$ cat src/rtl/instruction_loader_pkg.sv
// Shared types and constants for the instruction loader (state encoding, word geometry, halt value).
package instruction_loader_pkg;

    localparam int unsigned BYTE_W     = 8;
    localparam int unsigned DATA_W     = 32;
    localparam int unsigned WORD_BYTES = 4;

    localparam logic [DATA_W-1:0] HALT_WORD_DEFAULT = 32'hFFFF_FFFF;

    typedef enum logic [1:0] {
        ST_IDLE    = 2'd0,
        ST_COLLECT = 2'd1,
        ST_DONE    = 2'd2,
        ST_ERROR   = 2'd3
    } state_t;

endpackage

$ cat src/rtl/instruction_loader_if.sv
// Byte-stream input and instruction-memory write port of the instruction loader.
interface instruction_loader_if;
    import instruction_loader_pkg::*;

    logic [BYTE_W-1:0] i_rx_data;
    logic              i_rx_valid;
    logic              o_write_instruction_flag;
    logic [DATA_W-1:0] o_instruction_to_write;
    logic [DATA_W-1:0] o_address_to_write_inst;

    modport master (
        input  i_rx_data,
        input  i_rx_valid,
        output o_write_instruction_flag,
        output o_instruction_to_write,
        output o_address_to_write_inst
    );

    modport slave (
        output i_rx_data,
        output i_rx_valid,
        input  o_write_instruction_flag,
        input  o_instruction_to_write,
        input  o_address_to_write_inst
    );

endinterface

$ cat src/rtl/instruction_loader_byte_packer.sv
// Packs accepted bytes little-endian into 32-bit words; word_ready pulses the cycle after byte 3.
module instruction_loader_byte_packer
    import instruction_loader_pkg::*;
(
    input  logic              i_clk,
    input  logic              i_reset,
    input  logic              i_clear,
    input  logic              i_accept,
    input  logic [BYTE_W-1:0] i_byte,
    output logic [DATA_W-1:0] o_word,
    output logic              o_word_ready,
    output logic [1:0]        o_byte_index
);

    // Bytes 0..2 wait here; byte 3 completes the word straight into o_word so the
    // next word's byte 0 can land during the write pulse without disturbing it.
    logic [3*BYTE_W-1:0] partial_q;

    always_ff @(posedge i_clk or negedge i_reset) begin
        if (!i_reset) begin
            partial_q    <= '0;
            o_byte_index <= '0;
            o_word       <= '0;
            o_word_ready <= 1'b0;
        end else if (i_clear) begin
            partial_q    <= '0;
            o_byte_index <= '0;
            o_word_ready <= 1'b0;
        end else begin
            o_word_ready <= 1'b0;
            if (i_accept) begin
                o_byte_index <= o_byte_index + 2'd1;
                case (o_byte_index)
                    2'd0: partial_q[BYTE_W-1:0]          <= i_byte;
                    2'd1: partial_q[2*BYTE_W-1:BYTE_W]   <= i_byte;
                    2'd2: partial_q[3*BYTE_W-1:2*BYTE_W] <= i_byte;
                    default: begin
                        o_word       <= {i_byte, partial_q};
                        o_word_ready <= 1'b1;
                    end
                endcase
            end
        end
    end

endmodule

$ cat src/rtl/instruction_loader.sv
// Loads a program from a byte stream into instruction memory, one aligned word write per 4 bytes.
// Optional inter-byte timeout enabled by defining INSTR_LOADER_TIMEOUT_EN.
module instruction_loader
    import instruction_loader_pkg::*;
#(
    parameter int unsigned       ADDR_WIDTH     = 8,
    parameter int unsigned       MEM_BYTES      = 256,
    parameter logic [DATA_W-1:0] HALT_WORD      = HALT_WORD_DEFAULT,
    parameter int unsigned       TIMEOUT_CYCLES = 100000
) (
    input  logic                    i_clk,
    input  logic                    i_reset,
    input  logic                    i_start,
    instruction_loader_if.master    bus,
    output logic                    o_loading,
    output logic                    o_done,
    output logic                    o_error,
    output logic [ADDR_WIDTH-2:0]   o_word_count
);

    localparam int unsigned CNT_W     = ADDR_WIDTH - 1;
    localparam int unsigned LAST_ADDR = MEM_BYTES - WORD_BYTES;

    state_t                 state_q, state_d;
    logic                   loading_d, done_d, error_d;
    logic [ADDR_WIDTH-1:0]  addr_q;
    logic                   accept_c, last_word_c, timeout_c;
    logic                   word_ready;
    logic [1:0]             byte_index;
    logic [DATA_W-1:0]      word;

    // i_start wins over a same-cycle byte and wipes any partial or pending word.
    assign accept_c    = (state_q == ST_COLLECT) && bus.i_rx_valid && !i_start;
    assign last_word_c = (addr_q == ADDR_WIDTH'(LAST_ADDR));

    instruction_loader_byte_packer u_packer (
        .i_clk        (i_clk),
        .i_reset      (i_reset),
        .i_clear      (i_start),
        .i_accept     (accept_c),
        .i_byte       (bus.i_rx_data),
        .o_word       (word),
        .o_word_ready (word_ready),
        .o_byte_index (byte_index)
    );

    assign bus.o_write_instruction_flag = word_ready;
    assign bus.o_instruction_to_write   = word;
    assign bus.o_address_to_write_inst  = DATA_W'(addr_q);

`ifdef INSTR_LOADER_TIMEOUT_EN
    localparam int unsigned TMO_W = $clog2(TIMEOUT_CYCLES + 1);

    logic [TMO_W-1:0] tmo_q;

    // Counts idle cycles while a word is partially assembled; a byte this cycle beats expiry.
    assign timeout_c = (state_q == ST_COLLECT) && (byte_index != 2'd0) && !accept_c &&
                       !i_start && (tmo_q == TMO_W'(TIMEOUT_CYCLES - 1));

    always_ff @(posedge i_clk or negedge i_reset) begin
        if (!i_reset) begin
            tmo_q <= '0;
        end else if (i_start || accept_c || (state_q != ST_COLLECT) || (byte_index == 2'd0)) begin
            tmo_q <= '0;
        end else begin
            tmo_q <= tmo_q + TMO_W'(1);
        end
    end
`else
    logic [33:0] unused_tmo;
    assign unused_tmo = {32'(TIMEOUT_CYCLES), byte_index};
    assign timeout_c  = 1'b0;
`endif

    // State and registered outputs.
    always_ff @(posedge i_clk or negedge i_reset) begin
        if (!i_reset) begin
            state_q   <= ST_IDLE;
            o_loading <= 1'b0;
            o_done    <= 1'b0;
            o_error   <= 1'b0;
        end else begin
            state_q   <= state_d;
            o_loading <= loading_d;
            o_done    <= done_d;
            o_error   <= error_d;
        end
    end

    // Next state.
    always_comb begin
        state_d = state_q;
        case (state_q)
            ST_COLLECT: begin
                if (i_start) begin
                    state_d = ST_COLLECT;
                end else if (word_ready) begin
                    if (word == HALT_WORD) begin
                        state_d = ST_DONE;
                    end else if (last_word_c) begin
                        state_d = ST_ERROR;
                    end
                end else if (timeout_c) begin
                    state_d = ST_ERROR;
                end
            end
            default: begin
                if (i_start) begin
                    state_d = ST_COLLECT;
                end
            end
        endcase
    end

    // Output decode of the next state, registered above.
    always_comb begin
        loading_d = 1'b0;
        done_d    = 1'b0;
        error_d   = 1'b0;
        case (state_d)
            ST_COLLECT: loading_d = 1'b1;
            ST_DONE:    done_d    = 1'b1;
            ST_ERROR:   error_d   = 1'b1;
            default:    ;
        endcase
    end

    // Address holds at the last slot rather than wrapping past the end of memory.
    always_ff @(posedge i_clk or negedge i_reset) begin
        if (!i_reset) begin
            addr_q       <= '0;
            o_word_count <= '0;
        end else if (i_start) begin
            addr_q       <= '0;
            o_word_count <= '0;
        end else if (word_ready) begin
            o_word_count <= o_word_count + CNT_W'(1);
            if (!last_word_c) begin
                addr_q <= addr_q + ADDR_WIDTH'(WORD_BYTES);
            end
        end
    end

endmodule

$ cat src/flat_wrapper.sv
// flat-port wrapper written by rule: the top's interface ports become plain ports
module instruction_loader_flat import instruction_loader_pkg::*;
#(
    parameter int unsigned       ADDR_WIDTH     = 8,
    parameter int unsigned       MEM_BYTES      = 256,
    parameter logic [DATA_W-1:0] HALT_WORD      = HALT_WORD_DEFAULT,
    parameter int unsigned       TIMEOUT_CYCLES = 100000
)
  (i_clk, i_reset, i_start, o_loading, o_done, o_error, o_word_count, bus_i_rx_data, bus_i_rx_valid, bus_o_write_instruction_flag, bus_o_instruction_to_write, bus_o_address_to_write_inst);
  instruction_loader_if bus_i ();
  input  logic i_clk;
  input  logic i_reset;
  input  logic i_start;
  output logic o_loading;
  output logic o_done;
  output logic o_error;
  output logic [ADDR_WIDTH-2:0] o_word_count;
  input wire logic [$bits(bus_i.i_rx_data)-1:0] bus_i_rx_data;
  input wire logic [$bits(bus_i.i_rx_valid)-1:0] bus_i_rx_valid;
  output wire logic [$bits(bus_i.o_write_instruction_flag)-1:0] bus_o_write_instruction_flag;
  output wire logic [$bits(bus_i.o_instruction_to_write)-1:0] bus_o_instruction_to_write;
  output wire logic [$bits(bus_i.o_address_to_write_inst)-1:0] bus_o_address_to_write_inst;
  assign bus_i.i_rx_data = bus_i_rx_data;
  assign bus_i.i_rx_valid = bus_i_rx_valid;
  assign bus_o_write_instruction_flag = bus_i.o_write_instruction_flag;
  assign bus_o_instruction_to_write = bus_i.o_instruction_to_write;
  assign bus_o_address_to_write_inst = bus_i.o_address_to_write_inst;
  instruction_loader #(.ADDR_WIDTH(ADDR_WIDTH), .MEM_BYTES(MEM_BYTES), .HALT_WORD(HALT_WORD), .TIMEOUT_CYCLES(TIMEOUT_CYCLES)) u_core (.i_clk(i_clk), .i_reset(i_reset), .i_start(i_start), .bus(bus_i), .o_loading(o_loading), .o_done(o_done), .o_error(o_error), .o_word_count(o_word_count));
endmodule
$ cat config.mk
export PLATFORM = sky130hd
export DESIGN_NAME = instruction_loader_flat
export DESIGN_NICKNAME = d
export VERILOG_FILES = /design/src/rtl/instruction_loader_pkg.sv /design/src/rtl/instruction_loader_if.sv /design/src/rtl/instruction_loader_byte_packer.sv /design/src/rtl/instruction_loader.sv /design/src/flat_wrapper.sv
export SDC_FILE = /design/constraint.sdc
export NUM_CORES = 1
export LEC_CHECK = 0
export BUFFER_PORTS_ARGS = -buffer_cell sky130_fd_sc_hd__buf_2
export CAP_MARGIN = 20
export CORE_MARGIN = 3
export CORE_UTILIZATION = 55
export CTS_BUF_LIST = sky130_fd_sc_hd__clkbuf_8
export DETAILED_ROUTE_END_ITERATION = 16
export PLACE_DENSITY = 0.82
export SLEW_MARGIN = 15
export SYNTH_ARGS = -nofsm -noshare
export SYNTH_HDL_FRONTEND = slang
export SYNTH_SLANG_ARGS = --single-unit
$ cat constraint.sdc
create_clock -name i_clk -period 1.99 [get_ports i_clk]
set_input_delay 0.398 -clock i_clk [delete_from_list [all_inputs] [get_ports i_clk]]
set_output_delay 0.398 -clock i_clk [all_outputs]
set_load 0.01 [all_outputs]
==> qor.csv <==
stage;metric;value;unit
grt;grt_start_max_net_pins;46;
placement;routabilityCongestion;0.785;
sta;rsz0062_at_grt;false;
logic_synthesis;synth_async_sr_flop_share;100;%
logic_synthesis;synth_area_leaders;dfrtp_1 (55%), mux2_2 (10%), nand2_1 (6.1%);
layout;syn_to_final_growth;13.4;%
placement;numPortBuffers;60;
sta;period_share;82.8;%
detailed_routing;vias;2445;
clock_network;clkSlewWorstSetupHoldPaths;80;ps
setup_path;path_delay_family;simple AND/OR/NAND/NOR gates;
power;power.leakage;2.01;nW
logic_synthesis;yosysWarningCount;0;
clock_network;cts_hold_buf;0;
grt;grt_pass1_vias;2297;
floorplanning;io_pins;87;
logic_synthesis;synth_top_cell_by_area;dfrtp_1;
grt;grt_pass1_wl;11300;um
setup_path;cp_cell_sequence;nor2b_2, nand2_4, nor3b_4, buf_12, mux2_2;
layout;antennaDiodeCount;0;
clock_network;clk_latency;350;ps
sta;hold_viol_final;0;
floorplanning;die_area;7330;sq um
sta;worstMarginPinSlew;664;ps
logic_synthesis;synth_flop_cell;dfrtp_1;
layout;drive_gt1_share;29.8;%
setup_path;crit_path_end_kind;register;
sta;hold_ws;33.7;ps
logic_synthesis;synth-edff-count;0;
setup_path;path_class;reg -> reg;
setup_path;crit_fanout;33;
detailed_routing;drtPass1Iterations;4;
logic_synthesis;synthMuxAreaShare;10.9;%
grt;antenna_found_initial;0;
logic_synthesis;netlist.area_leader.share;55.3;%
sta;fin_crit;1650;ps
grt;grtUsageTotal;19.9;%
power;ir_drop;0.473;mV
clock_network;ctsResizeCount;0;
sta;skew;8.25;ps
detailed_routing;post-route-drc-count;0;
detailed_routing;ant_nets;0;
floorplanning;die_h;85.6;um
detailed_routing;via_per_inst;5.30;
status;status;complete, no violations;
setup_path;critPathLaunchType;register;
logic_synthesis;syn_avg_cell_area;10.9;sq um
detailed_routing;routedWlPerCell;14.9;um
clock_network;cts_buffer_depth;2;
floorplanning;die_w;85.6;um
grt;grt-ovfl-total;0;
clock_network;cts.htree.levels;3;
logic_synthesis;synth.distinct_cells;32;
min_path;hold_class;in -> async;
clock_network;cts_sinks;77;
clock_network;cts_tree;yes;
setup_path;critPathArrivalTime;1880;ps
setup_path;max_stage_delay;420;ps
logic_synthesis;ys_seq_area_share;55.3;%
detailed_routing;wirelength;6860;um
clock_network;numCtsBuffers;9;
logic_synthesis;synth.top_cells.by_count;dfrtp_1 (77), nand2_1 (57), mux2_2 (32), a21oi_1 (29), buf_4 (26);
setup_path;cp_data_required_time;2220;ps
floorplanning;initial_core_util;57.9;%
layout;layout.nets;401;
setup_path;cpMaxStageDelayCell;dfrtp_1;
sta;setup_viol;0;
sta;tns;0;ps
setup_path;cp_num_buf_inv;1;
sta;fmax;0.607;GHz
sta;drv_slew;0;
logic_synthesis;synth_top_family_by_area;simple AND/OR/NAND/NOR gates;
logic_synthesis;syn-cell-area;3490;sq um
power;powerDensity;779;nW/um^2
logic_synthesis;synth_compound_area_share;6.39;%
placement;dp_hpwl;4800;um
logic_synthesis;synth-simple-area-share;14.0;%
logic_synthesis;yosysMostFrequentCell;dfrtp_1;
clock_network;post_cts_buffers;0;
clock_network;cts_root_buffer;clkbuf_8;
floorplanning;core_area;6030;sq um
logic_synthesis;syn_inst;319;
detailed_routing;drt_iter0_drc;182;
logic_synthesis;yosys.area_share.xor_xnor;2.26;%
flow_run;drv_cap;0;
logic_synthesis;ys_seq_elements;77;
logic_synthesis;synthAdderAreaFrac;2.51;%
sta;timing.slew.headroom;55.3;%
floorplanning;rows;28;
-- flip-flops by register name (all words and copies together), names as in the netlist --
register                      cells
u_core.o_done                     1
u_core.o_word_count               7
u_core.u_packer.o_word_ready      1
u_core.u_packer.o_word           32
u_core.state_q                    2
u_core.addr_q                     6
u_core.o_loading                  1
u_core.o_error                    1
u_core.u_packer.partial_q        24
u_core.u_packer.o_byte_index      2
-- worst register-to-register path: cells and delay by family, from the launching register on --
kind,cells,cell delay [ps]
and+or+nand+nor,3,510
DFF,1,420
muxes,1,380
buffers and inverters,1,230
-- stage by stage --
stage | total power, mW | cells | area, sq um | util [%] | worst slack (ps)
6_report | 3.08 | 461 | 3950 | 65.6 | 342
2_1_floorplan | 1.91 | 344 | 3580 | - | 320
5_1_grt | 3.22 | 461 | 3950 | 65.6 | 219
4_1_cts | 3.11 | 461 | 3950 | 65.6 | 333
3_5_place_dp | 2.01 | 446 | 3770 | 62.6 | 338
3_3_place_gp | 2.00 | 446 | 3770 | 62.6 | 391
-- cell usage in the layout (no fill, tap or decap), types with 3 or more instances in the layout --
cell type / n
or3_1: 3
nor2_1: 14
ha_1: 7
a21oi_1: 29
nand3_1: 6
o211ai_1: 3
xor2_1: 6
clkbuf_8: 9
conb_1: 26
xnor2_1: 3
nand4_1: 12
buf_2: 59
mux2_2: 32
nand2_1: 57
o21ai_0: 5
inv_1: 8
and3_1: 4
dfrtp_1: 77
buf_4: 5
-- cell families (layout without fill, tap and decap cells) --
kind of cell | Yosys count | count (layout)
muxes | 34 | 34
adders and majority gates | 7 | 7
buffers and inverters | 45 | 87
xor gates and xnor gates | 9 | 9
and+or+nand+nor | 105 | 105
other | 1 | 26
AOI/OAI and AO/OA | 41 | 41
DFF | 77 | 77
-- layout make-up --
class	count	area, sq um
Timing Repair Buffer	66	373
Clock inverter	6	57.6
Tap cell	75	93.8
Clock buffer	9	124
Sequential cell	77	1930
Multi-Input combinational cell	222	1360
Fill cell	465	2070
Inverter	6	22.5
-- path summary, 6_finish.rpt --
kind	startpoint	end	slack (ps)	cells after the start
min in group i_clk	bus_i_rx_data[4]	u_core.u_packer.partial_q[12]$_DFFE_PN0P_	320	3
max in group asynchronous	i_reset	u_core.u_packer.partial_q[16]$_DFFE_PN0P_	1390	2
min	i_reset	u_core.u_packer.o_word[5]$_DFFE_PN0P_	30	1
max reg2reg	u_core.state_q[1]$_DFF_PN0_	u_core.u_packer.o_word[30]$_DFFE_PN0P_	340	5
min reg2reg	u_core.u_packer.partial_q[0]$_DFFE_PN0P_	u_core.u_packer.o_word[0]$_DFFE_PN0P_	510	1
max	u_core.state_q[1]$_DFF_PN0_	u_core.u_packer.o_word[30]$_DFFE_PN0P_	340	5
-- power by group --
| group | total [mW] | switching [mW] | leakage, nW | internal (mW) |
|---|---|---|---|---|
| clock network | 1.10 | 0.540 | 0.0937 | 0.561 |
| logic | 0.294 | 0.185 | 0.867 | 0.109 |
| registers | 1.69 | 0.0501 | 1.05 | 1.64 |
-- metal layers --
metal | track usage, % | up-vias | routed length [um]
met5 | 0 | - | 0
met4 | 8.92 | 0 | 112
met3 | 4.90 | 7 | 433
met2 | 29.4 | 73 | 3350
met1 | 27.8 | 1205 | 2960
li1 | - | 1160 | -
(Power assumes the default switching activity.)
